$ cat src/rtl/err_capture.sv
// Error-event monitor: qualifies the err level over QUAL consecutive cycles, snapshots count,
// raises a level irq until acked and keeps saturating event / sticky missed statistics.
module err_capture #(
    parameter int CW   = 12,
    parameter int QUAL = 2,
    parameter int EW   = 8
) (
    input  logic          clk,
    input  logic          rst,
    input  logic          err,
    input  logic [CW-1:0] count,
    input  logic          ack,
    output logic          irq,
    output logic [CW-1:0] snap_count,
    output logic [EW-1:0] events,
    output logic          missed,
    output logic          busy
);

    typedef enum logic [1:0] {
        S_IDLE    = 2'd0,
        S_QUAL    = 2'd1,
        S_PEND    = 2'd2,
        S_WAITLOW = 2'd3
    } state_t;

    localparam logic [4:0] QUAL_W = 5'(QUAL);

    state_t        state_q, state_d;
    logic          err_d_q;
    logic [CW-1:0] cand_q, cand_d;
    logic [3:0]    qcnt_q, qcnt_d;
    logic [CW-1:0] snap_q, snap_d;
    logic [EW-1:0] events_q, events_d;
    logic          irq_q, irq_d;
    logic          missed_q, missed_d;

    logic          err_rise;
    logic          do_commit;
    logic [CW-1:0] commit_val;

    assign err_rise = err & ~err_d_q;

    always_comb begin
        state_d    = state_q;
        cand_d     = cand_q;
        qcnt_d     = qcnt_q;
        snap_d     = snap_q;
        events_d   = events_q;
        irq_d      = irq_q;
        missed_d   = missed_q;
        do_commit  = 1'b0;
        commit_val = cand_q;

        case (state_q)
            S_IDLE: begin
                if (err) begin
                    cand_d = count;
                    if (QUAL == 1) begin
                        do_commit  = 1'b1;
                        commit_val = count;
                    end else begin
                        qcnt_d  = 4'd1;
                        state_d = S_QUAL;
                    end
                end
            end
            S_QUAL: begin
                if (!err) begin
                    state_d = S_IDLE;
                end else if (({1'b0, qcnt_q} + 5'd1) == QUAL_W) begin
                    do_commit  = 1'b1;
                    commit_val = cand_q;
                end else begin
                    qcnt_d = qcnt_q + 4'd1;
                end
            end
            S_PEND: begin
                // ack takes priority over a coincident rising edge
                if (ack) begin
                    irq_d   = 1'b0;
                    state_d = err ? S_WAITLOW : S_IDLE;
                end else if (err_rise) begin
                    missed_d = 1'b1;
                end
            end
            S_WAITLOW: begin
                if (!err) begin
                    state_d = S_IDLE;
                end
            end
            default: begin
                state_d = S_IDLE;
            end
        endcase

        if (do_commit) begin
            snap_d  = commit_val;
            irq_d   = 1'b1;
            state_d = S_PEND;
            if (events_q != {EW{1'b1}}) begin
                events_d = events_q + EW'(1);
            end
        end
    end

    always_ff @(posedge clk or posedge rst) begin
        if (rst) begin
            state_q  <= S_IDLE;
            err_d_q  <= 1'b0;
            cand_q   <= '0;
            qcnt_q   <= '0;
            snap_q   <= '0;
            events_q <= '0;
            irq_q    <= 1'b0;
            missed_q <= 1'b0;
        end else begin
            state_q  <= state_d;
            err_d_q  <= err;
            cand_q   <= cand_d;
            qcnt_q   <= qcnt_d;
            snap_q   <= snap_d;
            events_q <= events_d;
            irq_q    <= irq_d;
            missed_q <= missed_d;
        end
    end

    assign irq        = irq_q;
    assign snap_count = snap_q;
    assign events     = events_q;
    assign missed     = missed_q;
    assign busy       = (state_q != S_IDLE);

endmodule

$ cat config.mk
export PLATFORM = sky130hd
export DESIGN_NAME = err_capture
export DESIGN_NICKNAME = d
export VERILOG_FILES = /design/src/rtl/err_capture.sv
export SDC_FILE = /design/constraint.sdc
export NUM_CORES = 1
export LEC_CHECK = 0
export BUFFER_PORTS_ARGS = -buffer_cell sky130_fd_sc_hd__buf_2
export CORE_MARGIN = 2
export CORE_UTILIZATION = 34
export DETAILED_ROUTE_END_ITERATION = 8
export PLACE_DENSITY = 0.66
export SLEW_MARGIN = 20
export SYNTH_ARGS = -nofsm -noshare
export SYNTH_HDL_FRONTEND = slang
export SYNTH_SLANG_ARGS = --single-unit
$ cat constraint.sdc
create_clock -name clk -period 2.7 [get_ports clk]
set_clock_uncertainty 0.05 [all_clocks]
set_input_delay 0.675 -clock clk [delete_from_list [all_inputs] [get_ports clk]]
set_output_delay 0.675 -clock clk [all_outputs]
set_load 0.005 [all_outputs]
==> run_results.csv <==
group,metric,value,unit
status,status,"complete, no violations",
final_layout,final_util,42.26,%
pwr,vdd_ir_drop_max,0.4772,mV
pwr,power,2.201,mW
hold_path,hold_class,"input port to async pin",
detailed_routing,vias,1196,
die,pin_count,39,
final_layout,final_cell_mix,"41 x dfrtp_1, 38 x buf_2, 26 x mux2_2, 9 x nor2_1",
logic_synthesis,yosysWarnings,0,
die,start_util,34.96,%
logic_synthesis,synth_top_flop_cell,"dfrtp_1",
logic_synthesis,seq_area_frac_synth,57.83,%
final_layout,final_cells,253,
die,placementRows,26,
timing,hold_violations,0,
timing,slew_headroom,66.74,%
clock_network,clock_path_buffers,2,
logic_synthesis,async_flop_share,100.0,%
logic_synthesis,ys_seq_elements,41,
timing,worstMarginPinSlew,499.0,ps
global_routing,antenna_found_initial,0,
detailed_routing,met1_length,1.521,mm
detailed_routing,drt_wl_total,3.172,mm
logic_synthesis,syn_inst,137,
critical_path,critPathBufInv,1,
place,io_buffers,38,
logic_synthesis,synth_area_per_cell,12.95,um2
detailed_routing,dr.pass1.iters,4,
critical_path,arrival,2190,ps
clock_network,cts_sinks,41,
pwr,p_leak,0.9845,nW
clock_network,cts_tree,"yes",
critical_path,start_kind,"flip-flop",
logic_synthesis,synth_area,1774,um2
die,die_w,76.24,um
clock_network,cts-htree-levels,2,
timing,setup_viol,0,
detailed_routing,first_iter_violations,36,
die,fp.dieArea,5812,um2
timing,fin_crit,2073,ps
timing,maxClockFrequency,482.3,MHz
clock_network,clk_pin_slew,70,ps
timing,slew_violations,0,
critical_path,crit_type,"flip-flop to flip-flop",
timing,rsz0062_at_grt,"false",
global_routing,grt_first_pass_wirelength,5.388,mm
global_routing,grt_max_degree,42,
place,place_congestion,0.7635,
critical_path,rrSetupSlack,630,ps
global_routing,grt_pass1_vias,1178,
clock_network,clock_latency,290,ps
critical_path,path_cells,"ha_1, and2_1, a21oi_2, nor4_4, buf_4, nand4_1, mux2_2",
detailed_routing,highest_layer,"met4",
logic_synthesis,synth_edf_count,0,
final_layout,final_common_cell,"dfrtp_1",
flow_run,drv_cap,0,
place,hpwl,2.219,mm
die,die-height,76.24,um
final_layout,drive_gt1_share,44.26,%
timing,holdWs,444.0,ps
clock_network,ctsResizeCount,0,
die,core_area,5075,um2
detailed_routing,wl_met3,159,um
detailed_routing,routed-wl-met2,1.457,mm
detailed_routing,drc,0,
final_layout,antenna_cells,0,
logic_synthesis,syn_nets,156,
critical_path,cp.required,2820,ps
detailed_routing,final_antenna_net_count,0,
critical_path,cp_max_fo,18,
global_routing,grt_usage,11.42,%
timing,finalCritPeriodShare,76.79,%
critical_path,critPathMaxStageDelay,450,ps
detailed_routing,wl_per_cell,12.54,um
clock_network,post_cts_buffers,0,
timing,setup_tns,0,ps
logic_synthesis,ys_types,34,
critical_path,worst_path_max_delay_cell,"dfrtp_1",
critical_path,worst_setup_path_end_kind,"flip-flop",
place,dpl.cell_count,246,
final_layout,finalNetCount,202,
clock_network,cts_root_buf,"clkbuf_8",
critical_path,crit_family,"flip-flops",
clock_network,postCtsHoldBufs,0,
final_layout,nFillCells,521,
clock_network,cts_buffers,5,
final_layout,area_growth,20.87,%
detailed_routing,via_per_inst,4.727,
global_routing,overflow,0,
pwr,p_per_area,1026,nW/um2
==> layout make-up <==
class / instances / area [um2] / area share, %
Sequential cell: 41 / 1026 / 47.84
Multi-Input combinational cell: 90 / 716.9 / 33.43
Timing Repair Buffer: 41 / 212.7 / 9.918
Tap cell: 70 / 87.58 / 4.084
Clock buffer: 7 / 86.33 / 4.026
Inverter: 4 / 15.01 / 0.7001
==> Yosys cell counts (2+ instances only) <==
cell type,n,area [um2]
a21oi_1,4,20.02
inv_1,3,11.26
nor3_1,3,15.01
nor2_1,9,33.78
nand4_1,3,18.77
mux2_2,26,292.8
xnor2_1,4,35.03
nand3_1,6,30.03
o21ai_0,5,25.02
ha_1,3,37.54
dfrtp_1,41,1026
o211ai_1,2,15.01
nand2_1,5,18.77
nand2b_1,3,18.77
==> path summary, 6_finish.rpt <==
kind                            from   endpoint  cells after the start
max                        qcnt_q[0]  events[6]                      7
min                              rst  events[7]                      3
max reg2reg                qcnt_q[0]  events[6]                      7
min reg2reg                   missed     missed                      1
max in group asynchronous        rst  cand_q[3]                      3
min in group clk              missed     missed                      1
==> logic make-up after synthesis <==
| kind of cell | after synthesis | share of synthesized area (%) |
|---|---|---|
| AOI/OAI and AO/OA | 16 | 5.712 |
| buffers and inverters | 6 | 1.762 |
| muxes | 27 | 17.14 |
| xor gates and xnor gates | 5 | 2.468 |
| and+or+nand+nor | 39 | 12.98 |
| DFF | 41 | 57.83 |
| adders and majority gates | 3 | 2.116 |
==> sequential cells by signal, summed over array words and instances, names as in the netlist <==
| signal | flops |
|---|---|
| cand_q | 12 |
| snap_count | 12 |
| events | 8 |
| qcnt_q | 4 |
| state_q | 2 |
| err_d_q | 1 |
| irq | 1 |
| missed | 1 |
==> where the power goes <==
part / switching (mW) / internal, mW
clock network: 0.199 / 0.203
registers: 0.184 / 0.875
logic: 0.325 / 0.414
total: 0.709 / 1.49
==> routing by layer <==
metal	global-route usage, %	vias up
li1	-	578
met1	14.86	585
met4	3.818	0
met2	17.88	29
met3	3.910	4
met5	0	-
==> worst reg2reg max path, delay by kind of cell (launching register included) <==
kind / cells / cell delay (ps)
fa+ha+maj: 1 / 250
mux: 1 / 340
flops: 1 / 450
buf+inv: 1 / 210
compound gates: 1 / 280
simple gates: 3 / 360
==> through the flow <==
stage                     area (um2)  setup slack [ps]
after floorplan                 1774             738.3
after global placement          2058             627.4
after detailed placement        2058             593.4
after CTS                       2145             624.2
after global routing            2145             538.5
final                           2145             626.6
Note: power is estimated with default switching activity, not from simulation.
